[src/rtl/ud_pkg.sv]
// Shared types for the up/down direction controller: FSM state encoding
// (doubles as the mode output) and the default counter width.
package ud_pkg;
    localparam int UD_CNT_W = 5;

    typedef enum logic [1:0] {
        MAN_UP    = 2'b00,
        MAN_DOWN  = 2'b01,
        AUTO_UP   = 2'b10,
        AUTO_DOWN = 2'b11
    } ud_state_t;
endpackage

[src/rtl/ud_debounce.sv]
// Button conditioner: 2-flop synchronizer, DB_CYCLES-sample debouncer and a
// one-cycle press pulse registered together with the debounced rising edge.
module ud_debounce #(
    parameter int DB_CYCLES = 4
) (
    input  logic clk,
    input  logic reset,
    input  logic btn,
    output logic press
);
    localparam int CW = $clog2(DB_CYCLES + 1);
    localparam logic [CW-1:0] LAST = CW'(DB_CYCLES - 1);

    logic          sync1;
    logic          sync2;
    logic          level;
    logic [CW-1:0] cnt;

    always_ff @(posedge clk or posedge reset) begin
        if (reset) begin
            sync1 <= 1'b0;
            sync2 <= 1'b0;
            level <= 1'b0;
            cnt   <= '0;
            press <= 1'b0;
        end else begin
            sync1 <= btn;
            sync2 <= sync1;
            press <= 1'b0;
            if (sync2 == level) begin
                cnt <= '0;
            end else if (cnt == LAST) begin
                // DB_CYCLES-th consecutive differing sample: accept the new level
                level <= sync2;
                cnt   <= '0;
                press <= sync2;
            end else begin
                cnt <= cnt + 1'b1;
            end
        end
    end
endmodule

[src/rtl/ud_dir_ctrl.sv]
// Direction controller for the up_down counter: debounced buttons pick the direction;
// with UD_AUTO_BOUNCE_EN defined, auto mode reverses at CNT_MAX-1 / CNT_MIN+1 feedback.
module ud_dir_ctrl
    import ud_pkg::*;
#(
    parameter int DB_CYCLES = 4,
    parameter int CNT_W     = UD_CNT_W,
    parameter int CNT_MAX   = 31,
    parameter int CNT_MIN   = 0
) (
    input  logic             clk,
    input  logic             reset,
    input  logic             btn_up,
    input  logic             btn_down,
    input  logic             auto_en,
    input  logic [CNT_W-1:0] count,
    output logic             up_down,
    output logic [1:0]       mode,
    output logic             dir_flip
);
    logic      press_up;
    logic      press_down;
    ud_state_t state;
    ud_state_t next;

    ud_debounce #(.DB_CYCLES(DB_CYCLES)) u_db_up (
        .clk   (clk),
        .reset (reset),
        .btn   (btn_up),
        .press (press_up)
    );

    ud_debounce #(.DB_CYCLES(DB_CYCLES)) u_db_down (
        .clk   (clk),
        .reset (reset),
        .btn   (btn_down),
        .press (press_down)
    );

`ifdef UD_AUTO_BOUNCE_EN
    // Flip one step early so the counter's next step lands on the limit itself.
    localparam logic [CNT_W-1:0] FLIP_HI = CNT_W'(CNT_MAX - 1);
    localparam logic [CNT_W-1:0] FLIP_LO = CNT_W'(CNT_MIN + 1);

    always_comb begin
        next = state;
        if (press_up && press_down) begin
            next = state;
        end else if (press_up) begin
            next = auto_en ? AUTO_UP : MAN_UP;
        end else if (press_down) begin
            next = auto_en ? AUTO_DOWN : MAN_DOWN;
        end else if (state[1] && !auto_en) begin
            next = ud_state_t'({1'b0, state[0]});
        end else if (!state[1] && auto_en) begin
            next = ud_state_t'({1'b1, state[0]});
        end else if (state == AUTO_UP && count >= FLIP_HI) begin
            next = AUTO_DOWN;
        end else if (state == AUTO_DOWN && count <= FLIP_LO) begin
            next = AUTO_UP;
        end
    end
`else
    logic unused_auto;
    assign unused_auto = ^{auto_en, count};

    always_comb begin
        next = state;
        if (press_up && !press_down) begin
            next = MAN_UP;
        end else if (press_down && !press_up) begin
            next = MAN_DOWN;
        end
    end
`endif

    always_ff @(posedge clk or posedge reset) begin
        if (reset) begin
            state    <= MAN_UP;
            up_down  <= 1'b1;
            dir_flip <= 1'b0;
        end else begin
            state    <= next;
            up_down  <= ~next[0];
            dir_flip <= (~next[0]) != up_down;
        end
    end

    assign mode = state;
endmodule

[config.mk]
export PLATFORM = sky130hd
export DESIGN_NAME = ud_dir_ctrl
export DESIGN_NICKNAME = d
export VERILOG_FILES = /design/src/rtl/ud_pkg.sv /design/src/rtl/ud_debounce.sv /design/src/rtl/ud_dir_ctrl.sv
export SDC_FILE = /design/constraint.sdc
export NUM_CORES = 1
export LEC_CHECK = 0
export ABC_AREA = 1
export BUFFER_PORTS_ARGS = -buffer_cell sky130_fd_sc_hd__buf_4
export CORE_MARGIN = 4
export CORE_UTILIZATION = 45
export DETAILED_ROUTE_END_ITERATION = 8
export PLACE_DENSITY = 0.68
export SYNTH_ARGS = -nofsm -noshare
export SYNTH_HDL_FRONTEND = slang
export SYNTH_SLANG_ARGS = --single-unit
[constraint.sdc]
create_clock -name clk -period 3.35 [get_ports clk]
set_clock_uncertainty 0.2 [all_clocks]
set_input_delay 0.335 -clock clk [delete_from_list [all_inputs] [get_ports clk]]
set_output_delay 0.335 -clock clk [all_outputs]
set_load 0.02 [all_outputs]
# Word level (Yosys, flattened, before mapping)
# Cells that the tools add are included.
totals:
  reg_bits: 18
  latchBits: 0
  mem_bits_rw: 0
  mem_bits_ro: 0
  input_bits: 10
  output_inout_bits: 4
  wordCells: 41
  n_memories: 0
classes:
  addsub: 2
  mul: 0
  div: 0
  order_cmp: 0
  n_eq_ne: 5
  n_shift: 0
  n_mux: 10
  bitwise_logic: 3
  reduce_logical: 7
op_table:
  columns: ["operator", "count"]
  rows:
  - ["$mux W3", 4]
  - ["$add A3 B1 Y3 const B", 2]
  - ["$eq A3 B2 Y1 const B", 2]
  - ["$mux W1", 4]
  - ["$mux W2", 2]
  - ["$reduce_and A2 Y1", 2]
  - ["$not A1 Y1", 3]
  - ["$eq A1 B1 Y1", 2]
  - ["$logic_and A1 B1 Y1", 2]
  - ["$logic_not A1 Y1", 2]
  - ["$reduce_bool A2 Y1", 1]
  - ["$ne A1 B1 Y1", 1]

# Logic depth before layout (Yosys ltp)
# Gate-level depths: netlist (run 1).
logic_depth:
  depth_word: 6
  mapped_depth: 6
  ltp_nobuf: 6

# Hierarchy
# From an unflattened synthesis (run 1), not the netlist that was laid out.
hier_totals:
  cells_unflattened: 73
  area_unflattened_um2: 689.4
by_module_without_submodules:
  columns: ["module", "n_inst", "cells_each", "area_per_inst_um2", "seq_area_each_um2"]
  rows:
  - ["ud_debounce", 2, 28, 269.0, 175.2]
  - ["ud_dir_ctrl", 1, 17, 151.4, 76.3]

# Worst setup path after synthesis (run 1)
# OpenSTA, ideal clock, no wires.
synth_timing:
  path_kind: "reg-to-output"
  from: "register up_down"
  to: "output port up_down"
  arrival_ps: 571
  required_time_ps: 2815
  slack_ps: 2244
  stages_incl_launch_ff: 1
  n_path_buf: 0
  path_cell_list: "dfstp_2"
synth_lines:
  columns: ["item", "line", "rtl"]
  rows:
  - ["start: declaration", "ud_dir_ctrl.sv:17", "output logic up_down,"]
  - ["start signal: assignment", "ud_dir_ctrl.sv:84", "up_down <= ~next[0];"]
# No word-level cell between the ends.

# Worst setup path after layout (run 1)
layout_timing:
  from: "register up_down"
  to: "output port up_down"
# No word-level cell between the ends.

==> flow_summary.json, run 1 <==
{
  "worst_path_largest_cell_delay_ns": 0.55,
  "fmax_mhz": 665,
  "yosys_warnings": 0,
  "cp_num_cells": 1,
  "reg2reg_depth": 6,
  "slew_headroom_pct": 60.3,
  "grt_first_pass_wirelength_um": 1500,
  "cts_made_buffers": 3,
  "cp-startpoint": "up_down",
  "area_delta_synth_final_pct": 17.8,
  "drv_cap": 0,
  "place_congestion": 0.699,
  "ant_nets": 0,
  "hp-class": "reg2reg",
  "grt_usage_pct": 10.7,
  "cts_tree": "done",
  "power_frac_seq_pct": 51.2,
  "drive_gt1_share_pct": 13.3,
  "p_switching_mw": 0.184,
  "peakVddDrop_mv": 0.447,
  "avgSynthCellArea_um2": 10.0,
  "insertion_delay_ns": 0.28,
  "cts_root_buf": "clkbuf_4",
  "drt_iter0_drc": 1,
  "port_buffers": 6,
  "r2r_start": "u_db_up.cnt[0]",
  "cp_top_family": "flip-flops",
  "via_count": 392,
  "slew_viol_final": 0,
  "core_um2": 1320,
  "cellLeakagePower_nw": 0.404,
  "synth-seq-cells": 17,
  "synthDistinctLibCells": 10,
  "worst_ep_required_time_ns": 2.81,
  "synth_fp_nets": 75,
  "nNetsFinal": 88,
  "p_int_mw": 0.376,
  "synth.cell_area_um2": 632,
  "path_buf_inv": 1,
  "grt_overflow": 0,
  "worst_slew_pin_slew_ns": 0.595,
  "routed_wl_um": 810,
  "p_total_mw": 0.559,
  "p_comb_share_pct": 29.8,
  "cp_data_arrival_time_ns": 0.97,
  "power.density_nw_per_um2": 751,
  "crit_fanout": 3,
  "setup_viol": 0,
  "grt_antenna_before_repair": 0,
  "start_util_pct": 48.0,
  "rows": 13,
  "drcViolationCount": 0,
  "crit_path_top_delay_cell": "dfstp_2",
  "wire_per_inst_um": 9.00,
  "worstPathCellList": "buf_4",
  "startpoint_type": "flop",
  "finalHoldViolCount": 0,
  "dr.pass1.iters": 2,
  "min_period_ns": 1.50,
  "largestRegisters": "u_db_down.cnt: 3 flops, u_db_up.cnt: 3 flops",
  "clock_power_share_pct": 19.0,
  "postSynthCellCount": 63,
  "rsz0062_at_grt": "false",
  "clock_path_buffers": 2,
  "clk_pin_slew_ns": 0.09,
  "p_sw_share_pct": 32.8,
  "htreeDepth": 1,
  "ioPinCount": 14,
  "period_share_pct": 44.9,
  "die_h_um": 45.5,
  "tns_ns": 0,
  "grt_max_degree": 18,
  "r2r_slack_ns": 2.16,
  "cts.sinks": 17,
  "die_area_um2": 2070,
  "critPathCaptureType": "output port",
  "synth-seq-area-share_pct": 67.5,
  "status": "complete, no violations",
  "dieWidth_um": 45.5,
  "vias_per_cell": 4.36,
  "grt_pass1_vias": 374,
  "endpoint": "up_down",
  "worst-setup-path-type": "reg2out",
  "dp_hpwl_um": 586,
  "antenna_cells": 0,
  "timing.rr.end": "u_db_up.cnt[0]"
}
==> synth_stat cells <==
library cell  instances  share of area, %
ha_1                  2               4.0
dfstp_2               1               4.2
nor2_1               10               5.9
conb_1                1              0.59
buf_4                 1               1.2
nand3_1               1              0.79
nand2_1              18                11
dfrtp_1              16                63
inv_1                11               6.5
xnor2_1               2               2.8
==> cells in the final DEF (no fill, tap or decap) <==
cell and instances:
inv_1 11, dfstp_2 1, nand2_1 18, conb_1 1
ha_1 2, dfrtp_1 16, clkbuf_4 3, dlygate4sd3_1 3
nor2_1 10, nand3_1 1, buf_4 6, clkbuf_1 1
xnor2_1 2
==> per-layer routing <==
layer | routed length (um) | track usage (%) | share of wire, %
met5 | 0 | 0 | 0
met4 | 35 | 10.5 | 4.3
met2 | 348 | 14.8 | 43
met3 | 44 | 2.37 | 5.4
met1 | 382 | 13.4 | 47
==> cell type report <==
class,count,area [um^2]
Fill cell,114,573
Clock buffer,4,26.3
Timing Repair Buffer,9,75.1
Tap cell,15,18.8
Sequential cell,17,427
Inverter,11,41.3
Multi-Input combinational cell,34,156
==> stage by stage <==
step	area, um^2	worst slack, ns	utilization [%]	hold WS [ns]	std cells
2_1_floorplan	632	2.24	-	0.0603	63
3_3_place_gp	688	2.17	52.2	0.132	83
3_5_place_dp	688	2.16	52.2	0.141	83
4_1_cts	744	1.84	56.5	0.162	90
5_1_grt	744	1.81	56.5	0.170	90
6_report	744	1.85	56.5	0.160	90
==> power groups by stage <==
| stage | Sequential, mW | Combinational (mW) | Clock (mW) |
|---|---|---|---|
| finish | 0.286 | 0.167 | 0.106 |
| detailed placement | 0.291 | 0.168 | 0 |
| floorplan | 0.310 | 0.0968 | 0 |
| global route | 0.295 | 0.191 | 0.119 |
| global placement | 0.288 | 0.160 | 0 |
| CTS | 0.287 | 0.171 | 0.108 |
==> kinds of logic after synthesis <==
group | synth area share [%]
XOR/XNOR | 2.77
buffers and inverters | 7.72
AND/OR/NAND/NOR | 17.4
adder cells (fa/ha/maj) | 3.96
flip-flops | 67.5
other | 0.593
==> worst min-delay path by stage <==
stage,cells past startpoint,to,startpoint,slack [ns]
2_1_floorplan,1,dir_flip,reset,0.06
3_3_place_gp,0,u_db_down.sync2,u_db_down.sync1,0.13
3_5_place_dp,0,u_db_down.sync2,u_db_down.sync1,0.14
4_1_cts,0,u_db_down.sync2,u_db_down.sync1,0.16
5_1_grt,0,u_db_up.sync2,u_db_up.sync1,0.17
6_report,0,u_db_down.sync2,u_db_down.sync1,0.16
==> what timing repair did <==
item	in CTS	in global routing
hold buffers	3	0
gates resized for setup	0	0
setup endpoints to repair	0	0
endpoints found under the hold margin	18	0
setup buffers	0	0
Note: power is estimated with default switching activity, not from simulation.
==> run 2: changes to the inputs <==
ABC_AREA = 0   (was 1)
clock period = 1.4 ns   (was 3.35 ns; I/O delays follow)
==> run 2 against run 1 <==
Net effect:
- setup slack worse by 1.8 ns
- core utilization up 2.5 points
- sequential share of layout area down 1.0 points
- combinational power rose to 2.6 times the previous value
- synthesized cell count down 35%
- total power up 150%
- non-clock buffer count up 2
- largest cell class unchanged
- largest power group unchanged
==> flow_summary.json, run 2 <==
{
  "largestRegisters": "u_db_down.cnt: 3 flops, u_db_up.cnt: 3 flops",
  "grt_first_pass_wirelength_um": 1390,
  "dp_cells": 61,
  "peakVddDrop_mv": 1.07,
  "multiInputGateArea_um2": 180,
  "p_sw_share_pct": 30.0,
  "fill_cells": 103,
  "postSynthCellCount": 41,
  "place_congestion": 0.725,
  "r2r_slack_ns": 0.04,
  "fmax_mhz": 735,
  "power.density_nw_per_um2": 1840,
  "synth_fp_nets": 53,
  "fin_area_um2": 758,
  "min_period_ns": 1.36,
  "port_buffers": 6,
  "post-synth-top-area-cell": "dfrtp_1",
  "cts_tree": "done",
  "crit_path_top_delay_cell": "dfrtp_1",
  "ioPinCount": 14,
  "cts.sinks": 17,
  "yosys_warnings": 0,
  "synth_edf_count": 0,
  "synth.area.top_cells": "dfrtp_1, nor3b_1, dfstp_2, ha_1, mux2_2",
  "rows": 13,
  "drcViolationCount": 0,
  "asyncSetResetFlopFracSynth_pct": 100,
  "final_common_cell": "dfrtp_1",
  "crit_fanout": 4,
  "grt_overflow": 0,
  "cts_root_buf": "clkbuf_4",
  "ff_latch_area_um2": 427,
  "insertion_delay_ns": 0.28,
  "die_area_um2": 2020,
  "cellLeakagePower_nw": 0.372,
  "dpl_cell_area_um2": 669,
  "via_count": 327,
  "synth-seq-cells": 17,
  "layout_common_cells": "dfrtp_1, buf_4, nor3b_1, inv_1",
  "nNetsFinal": 68,
  "antenna_cells": 0,
  "clk_pin_slew_ns": 0.09,
  "hold_ws_ns": 0.154,
  "power_frac_seq_pct": 50.7,
  "grt_pass1_vias": 354,
  "synthDistinctLibCells": 14,
  "p_total_mw": 1.39,
  "ys.flop_type": "dfrtp_1",
  "slew_viol_final": 0,
  "synth_top_area_share_pct": 65.3,
  "period_share_pct": 97.1,
  "finalHoldViolCount": 0,
  "avgSynthCellArea_um2": 15.0,
  "vias_per_cell": 4.67,
  "fin_util_pct": 59.0,
  "area_delta_synth_final_pct": 23.7,
  "cp_data_arrival_time_ns": 1.33,
  "grt_usage_pct": 10.0,
  "p_switching_mw": 0.418,
  "p_comb_share_pct": 31.8,
  "drv_cap": 0,
  "p_int_mw": 0.975,
  "grt_max_degree": 18,
  "critPathCaptureType": "flop",
  "drt_iter0_drc": 4,
  "htreeDepth": 1,
  "start_util_pct": 47.7,
  "stdcell_count": 70,
  "worst_ep_required_time_ns": 1.37,
  "die_h_um": 44.9,
  "wire_per_inst_um": 12.5,
  "hp-class": "reg2reg",
  "synth-seq-area-share_pct": 69.6,
  "rsz0062_at_grt": "false",
  "synth.cell_area_um2": 613,
  "core_um2": 1280,
  "grt_antenna_before_repair": 0,
  "worst_slew_pin_slew_ns": 0.596,
  "clock_path_buffers": 2,
  "slew_headroom_pct": 60.2,
  "dp_hpwl_um": 668,
  "worst-setup-path-type": "reg2reg",
  "setup_viol": 0,
  "drive_gt1_share_pct": 34.5,
  "dr.pass1.iters": 4,
  "ant_nets": 0,
  "dieWidth_um": 44.9,
  "synth_common_cells": "dfrtp_1, inv_1, nor3b_1",
  "startpoint_type": "flop",
  "worstPathCellList": "ha_2, nor2b_4, mux2_4",
  "status": "complete, no violations",
  "cts_made_buffers": 3,
  "clock_power_share_pct": 17.5,
  "synth_most_common_cell": "dfrtp_1",
  "worst_path_largest_cell_delay_ns": 0.38,
  "routed_wl_um": 878
}
## run 2: layer usage
layer	global-route usage, %	part of all wire (%)	vias up
met5	0	0	-
met4	5.26	0	0
met3	2.79	6.0	0
met2	18.9	55	11
met1	9.76	39	155
li1	-	-	161
## run 2: path summary, 6_finish.rpt
kind | depth (start not counted) | start | to
setup / recovery | 3 | u_db_down.cnt[0] | u_db_down.level
hold / removal | 0 | u_db_up.sync1 | u_db_up.sync2
setup reg to reg | 3 | u_db_down.cnt[0] | u_db_down.level
hold reg to reg | 0 | u_db_up.sync1 | u_db_up.sync2
max in group asynchronous | 3 | reset | u_db_up.cnt[0]
min in group asynchronous | 3 | reset | u_db_down.sync2
## run 2: repair_timing
item                       in CTS  in global routing
hold buffers                    3                  0
setup endpoints to repair       1                  2
pin swaps                       0                  1
hold endpoints to repair       18                  0
cloned                          0                  0
resized for setup               1                  3
buffers inserted                1                  1
## run 2: area by class of cell
type | instances | share of cell area [%]
Clock buffer | 3 | 2.97
Tap cell | 15 | 2.48
Multi-Input combinational cell | 19 | 23.8
Timing Repair Buffer | 11 | 11.9
Sequential cell | 17 | 56.3
Clock inverter | 1 | 0.660
Inverter | 4 | 1.98
## run 2: kinds of logic (layout without fill, tap and decap cells)
group                    Yosys count  after routing  share of synthesized area (%)
other                              1              1                          0.612
multiplexers                       2              2                           3.67
XOR/XNOR                           3              3                           4.29
buffers and inverters              5             19                           3.67
AND/OR/NAND/NOR                   10             10                           12.2
flip-flops                        17             17                           69.6
adder cells (fa/ha/maj)            3              3                           5.92
## run 2: per-stage QoR
step | worst slack (ns) | setup TNS (ns)
after floorplan | 0.0902 | 0
after global placement | 0.0627 | 0
after detailed placement | -0.0322 | -0.0322
after CTS | 0.00501 | 0
after global routing | 0.000767 | 0
final | 0.0403 | 0
## run 2: power by group through the flow
stage	clock network (mW)	logic, mW	registers, mW
2_1_floorplan	0	0.217	0.750
4_1_cts	0.253	0.423	0.705
3_3_place_gp	0	0.357	0.699
5_1_grt	0.267	0.490	0.718
3_5_place_dp	0	0.391	0.718
6_report	0.244	0.442	0.706
## run 2: worst max-delay path, delay by kind of cell (launching register included)
| kind | cells | cell delay [ns] |
|---|---|---|
| flops | 1 | 0.38 |
| mux | 1 | 0.30 |
| simple gates | 1 | 0.18 |
| fa+ha+maj | 1 | 0.19 |
